===== src/rtl/arb_pkg.sv =====
// Shared constants and state type for the round-robin arbiter.
// Configuration macro: ARB_TIMEOUT_EN (enables hold-timeout preemption).
package arb_pkg;

   localparam int unsigned N_REQ    = 8;   // requesters, fixed to mux width
   localparam int unsigned SEL_W    = 3;   // log2(N_REQ)
   localparam int unsigned MAX_HOLD = 16;  // default grant length limit

   typedef enum logic {
      IDLE  = 1'b0,
      GRANT = 1'b1
   } state_t;

endpackage


===== src/rtl/arb_rr_8_rr_pick.sv =====
// rr_pick: combinational rotating priority encoder.
// Scans req starting at ptr, ptr+1, ... wrapping, and reports the first set bit.
// Ports:
//   req  in  N_REQ  request vector
//   ptr  in  SEL_W  index with highest priority
//   hit  out 1      at least one request present
//   idx  out SEL_W  index of selected requester (0 when no hit)
module rr_pick
   import arb_pkg::*;
#(
   parameter int unsigned NUM = N_REQ,
   parameter int unsigned SW  = SEL_W
) (
   input  logic [NUM-1:0] req,
   input  logic [SW-1:0]  ptr,
   output logic           hit,
   output logic [SW-1:0]  idx
);

   logic [SW-1:0] cand;

   // NUM is a power of two, so SW-bit addition wraps 7->0 by itself.
   always_comb begin
      hit  = 1'b0;
      idx  = '0;
      cand = '0;
      for (int unsigned i = 0; i < NUM; i++) begin
         cand = ptr + SW'(i);
         if (!hit && req[cand]) begin
            hit = 1'b1;
            idx = cand;
         end
      end
   end

endmodule


===== src/rtl/arb_rr_8.sv =====
// arb_rr_8: round-robin arbiter sharing one 8:1 mux among eight requesters.
// A grant is held until the owner drops its request; the priority pointer
// then moves to the requester after the owner. One idle cycle always
// separates successive grants.
// Configuration macro: ARB_TIMEOUT_EN -- when defined, a grant held for
// MAX_HOLD cycles with the request still high is revoked and preempt pulses.
// Ports:
//   clk      in  1      system clock, rising edge
//   rst      in  1      synchronous active-high reset
//   req      in  8      request vector
//   grant    out 8      one-hot registered grant, zero when idle
//   opt      out 3      mux select = owner index, held while idle
//   valid    out 1      grant active
//   preempt  out 1      one-cycle pulse on timeout release
module arb_rr_8
   import arb_pkg::*;
#(
   parameter int unsigned MAX_HOLD_CYC = MAX_HOLD
) (
   input  logic               clk,
   input  logic               rst,
   input  logic [N_REQ-1:0]   req,
   output logic [N_REQ-1:0]   grant,
   output logic [SEL_W-1:0]   opt,
   output logic               valid,
   output logic               preempt
);

   if (MAX_HOLD_CYC < 1 || MAX_HOLD_CYC > 255) begin : g_bad_hold
      $error("MAX_HOLD_CYC must be in 1..255");
   end

   state_t             state, state_nxt;
   logic [SEL_W-1:0]   ptr, ptr_nxt;
   logic [N_REQ-1:0]   grant_nxt;
   logic [SEL_W-1:0]   opt_nxt;
   logic               preempt_nxt;
   logic               pick_hit;
   logic [SEL_W-1:0]   pick_idx;
   logic               owner_req;
   logic               timeout;
   logic               release_now;

   rr_pick #(
      .NUM (N_REQ),
      .SW  (SEL_W)
   ) u_pick (
      .req (req),
      .ptr (ptr),
      .hit (pick_hit),
      .idx (pick_idx)
   );

   // opt holds the owner index for the whole grant, so it doubles as owner.
   assign owner_req = req[opt];

`ifdef ARB_TIMEOUT_EN
   logic [7:0] hold_cnt;

   // Counts completed GRANT cycles; zero during the first grant cycle.
   always_ff @(posedge clk) begin
      if (rst || state == IDLE) hold_cnt <= '0;
      else                      hold_cnt <= hold_cnt + 8'd1;
   end

   assign timeout = (hold_cnt == 8'(MAX_HOLD_CYC - 1));
`else
   assign timeout = 1'b0;
`endif

   assign release_now = (state == GRANT) && (!owner_req || timeout);

   // State register
   always_ff @(posedge clk) begin
      if (rst) state <= IDLE;
      else     state <= state_nxt;
   end

   // Next-state logic
   always_comb begin
      state_nxt = state;
      unique case (state)
         IDLE:    if (pick_hit)    state_nxt = GRANT;
         GRANT:   if (release_now) state_nxt = IDLE;
         default: state_nxt = IDLE;
      endcase
   end

   // Output logic: next values of the registered outputs and pointer
   always_comb begin
      grant_nxt   = grant;
      opt_nxt     = opt;
      ptr_nxt     = ptr;
      preempt_nxt = 1'b0;
      unique case (state)
         IDLE: begin
            if (pick_hit) begin
               grant_nxt = N_REQ'(1) << pick_idx;
               opt_nxt   = pick_idx;
            end
         end
         GRANT: begin
            if (release_now) begin
               grant_nxt   = '0;
               ptr_nxt     = opt + SEL_W'(1);
               preempt_nxt = owner_req && timeout;
            end
         end
         default: grant_nxt = '0;
      endcase
   end

   always_ff @(posedge clk) begin
      if (rst) begin
         grant   <= '0;
         opt     <= '0;
         ptr     <= '0;
         preempt <= 1'b0;
      end else begin
         grant   <= grant_nxt;
         opt     <= opt_nxt;
         ptr     <= ptr_nxt;
         preempt <= preempt_nxt;
      end
   end

   assign valid = |grant;

endmodule


===== config.mk =====
export PLATFORM = sky130hd
export DESIGN_NAME = arb_rr_8
export DESIGN_NICKNAME = d
export VERILOG_FILES = /design/src/rtl/arb_pkg.sv /design/src/rtl/arb_rr_8_rr_pick.sv /design/src/rtl/arb_rr_8.sv
export SDC_FILE = /design/constraint.sdc
export NUM_CORES = 1
export LEC_CHECK = 0
export ABC_AREA = 1
export CORE_ASPECT_RATIO = 0.75
export CORE_MARGIN = 1.5
export CORE_UTILIZATION = 58
export DETAILED_ROUTE_END_ITERATION = 8
export PLACE_DENSITY_LB_ADDON = 0.1
export SETUP_SLACK_MARGIN = 0.3
export SKIP_LAST_GASP = 1
export SLEW_MARGIN = 5
export SYNTH_ARGS = -nofsm -noshare
export SYNTH_HDL_FRONTEND = slang
export SYNTH_SLANG_ARGS = --single-unit

===== constraint.sdc =====
create_clock -name clk -period 4.2 [get_ports clk]
set_input_delay 0.42 -clock clk [delete_from_list [all_inputs] [get_ports clk]]
set_output_delay 0.42 -clock clk [all_outputs]
set_load 0.1 [all_outputs]

==> results.sh <==
export IMPL_dp_hpwl_um=3130
export IMPL_timing_final_setup_violations=0
export IMPL_worstHoldPathType="reg -> reg"
export IMPL_clk_latency_ps=290
export IMPL_timing_final_crit_share_pct=70.6
export IMPL_num_io_pins=23
export IMPL_final_nets=282
export IMPL_crit_path_end_kind="flop"
export IMPL_initialDrtViolationCount=128
export IMPL_grt_pass1_wl_um=6050
export IMPL_pin_count_of_the_biggest_net_entering_global_routing=16
export IMPL_syn_cell_area_sq_um=1500
export IMPL_timing_max_transition_violations_final=0
export IMPL_grt_pass1_vias=1323
export IMPL_avgViaCountPerCell=5.53
export IMPL_wl_per_cell_um=12.8
export IMPL_routed_via_count=1671
export IMPL_start_util_pct=63.3
export IMPL_setup_worst_path_start="ptr[0]$_SDFFE_PP0P_"
export IMPL_postLayoutCellArea_sq_um=1730
export IMPL_timing_critical_path_required_ps=4420
export IMPL_hold_viol_final=0
export IMPL_cts_reportedPaths_clkPinSlew_ps=100
export IMPL_finalClockSkew_ps=2.37
export IMPL_drv_cap=0
export IMPL_syn_num_nets=262
export IMPL_layout_commonest_cell="nand2_1"
export IMPL_number_of_antenna_violations_at_the_first_check_in_global_routing=0
export IMPL_netlist_top_cell_by_area="dfxtp_1"
export IMPL_mostFrequentLayoutCells="nand2_1, nor2_1, nand3_1"
export IMPL_total_of_cells_resized_after_clock_tree_synthesis=0
export IMPL_slew_headroom_pct=34.8
export IMPL_cp_start_kind="flop"
export IMPL_grt_ovfl_total=0
export IMPL_hold_path_startpoint="grant[5]$_SDFFE_PP0P_"
export IMPL_clock_buffer_count_from_cts=3
export IMPL_seqCellArea_sq_um=300
export IMPL_n_antenna_cell=0
export IMPL_synth_seq_cells=15
export IMPL_first_pass_iters=5
export IMPL_grt_total_usage_pct=28.5
export IMPL_detailedPlace_worstSlack_ps=1290
export IMPL_dpl_instance_area_sq_um=1710
export IMPL_core_area_sq_um=2360
export IMPL_achievable_frequency_mhz=337
export IMPL_maximum_clock_insertion_buffer_count=2
export IMPL_drc=0
export IMPL_hold_buffers=0
export IMPL_synthDistinctLibCells=34
export IMPL_ant_nets=0
export IMPL_layout_drive_gt1_share_pct=8.96
export IMPL_cp_max_fo=15
export IMPL_dieArea_sq_um=2900
export IMPL_post_synth_cell_area_avg_sq_um=6.01
export IMPL_total_length_of_routed_wires_um=3850
export IMPL_finalCriticalPeriod_ps=2970
export IMPL_clock_root_buffer="clkbuf_4"
export IMPL_postLayoutCoreUtil_pct=73.3
export IMPL_dieHeight_um=47.0
export IMPL_clock_sinks=15
export IMPL_num_rows=15
export IMPL_worst_r2r_startpoint="ptr[0]$_SDFFE_PP0P_"
export IMPL_synth_cells=249
export IMPL_fill_cells=201
export IMPL_htreeDepth=1
export IMPL_outcome="finished, final reports clean"
export IMPL_worstMarginPinSlew_ps=975
export IMPL_fp_dieW_um=61.7
export IMPL_cts_setup_buffers=0
export IMPL_cts_tree="yes"
export IMPL_synth_top_area_share_pct=20.1
export IMPL_yosysWarningCount=0
export IMPL_place_gp_congestion=1.01
export IMPL_syn2layout_area_growth_pct=15.9
export IMPL_timing_setup_tns_ps=0
export IMPL_setup_slack_ps=1230
export IMPL_rsz0062_at_grt="no"
export IMPL_multiInputGateArea_sq_um=1050
export IMPL_critPathArrivalTime_ps=3180
export IMPL_synth_seq_area_share_pct=20.1
export IMPL_buffer_ports_inserted=21
export IMPL_setup_cp_type="reg -> reg"
export IMPL_yosys_top_cells_area="dfxtp_1, nand2_1, nand3_1, nor2_1, inv_1"
-- through the flow --
| step | hold slack, ps | std cells |
|---|---|---|
| 6_report | 494 | 302 |
| 4_1_cts | 493 | 302 |
| 5_1_grt | 515 | 302 |
| 3_5_place_dp | 478 | 298 |
| 3_3_place_gp | 472 | 298 |
| 2_1_floorplan | 484 | 249 |
-- worst max-delay path, stage by stage, from the launching register on --
cell,delay (ps)
dfxtp_1,580
inv_2,210
ha_1,420
inv_1,200
nand3_1,130
nand2_1,100
nor2_1,50
a31oi_2,280
inv_2,110
nor2_8,180
nand3_1,120
nand3_1,110
nor2_1,60
nor2_1,130
nand2_1,90
a21oi_1,130
-- cell type report --
type	count	share of cell area [%]
inverter	28	6.06
tap	34	2.45
sequential	15	17.3
multi-input combinational	200	60.5
timing repair buffer	21	12.1
clock buffer	3	1.30
clock inverter	1	0.289
-- registers in the layout, summed over array words and instances, names as in the netlist --
| signal | count |
|---|---|
| opt | 3 |
| ptr | 3 |
| grant | 8 |
| state | 1 |
-- Yosys cell counts, drive strengths merged --
master / count
o211ai: 1
nor3: 4
nand2: 67
nand3b: 1
nor2: 42
xor2: 4
a21boi: 1
a211oi: 1
conb: 1
nand4: 7
ha: 3
a21oi: 9
inv: 28
o21ai: 10
a31oi: 1
dfxtp: 15
buf: 5
clkbuf: 1
nor4: 2
o22ai: 2
o21bai: 2
xnor2: 2
nand3: 40
-- logic make-up after synthesis --
group                    count (synthesis)  share of synthesized area (%)
buffers and inverters                   34                           9.87
AND/OR/NAND/NOR                        163                           52.3
flip-flops                              15                           20.1
AO/OA/AOI/OAI                           27                           10.5
XOR/XNOR                                 6                           4.52
other                                    1                          0.251
adder cells (fa/ha/maj)                  3                           2.51
-- per-layer routing --
metal,up-vias,part of all wire [%],track usage (%)
li1,855,-,-
met3,4,10,10.7
met5,-,0,0
met1,719,51,45.0
met4,0,0.80,2.55
met2,93,38,37.5
-- worst paths after layout --
check / end / slack (ps) / cells after the start
worst max-delay path: grant[1]$_SDFFE_PP0P_ / 1230 / 15
worst min-delay path: grant[5]$_SDFFE_PP0P_ / 490 / 2
worst min register to register: grant[5]$_SDFFE_PP0P_ / 490 / 2
worst max register to register: grant[1]$_SDFFE_PP0P_ / 1230 / 15
Power is not shown: default switching activity piles up to over one toggle a cycle in this logic, so the estimate is an artifact.
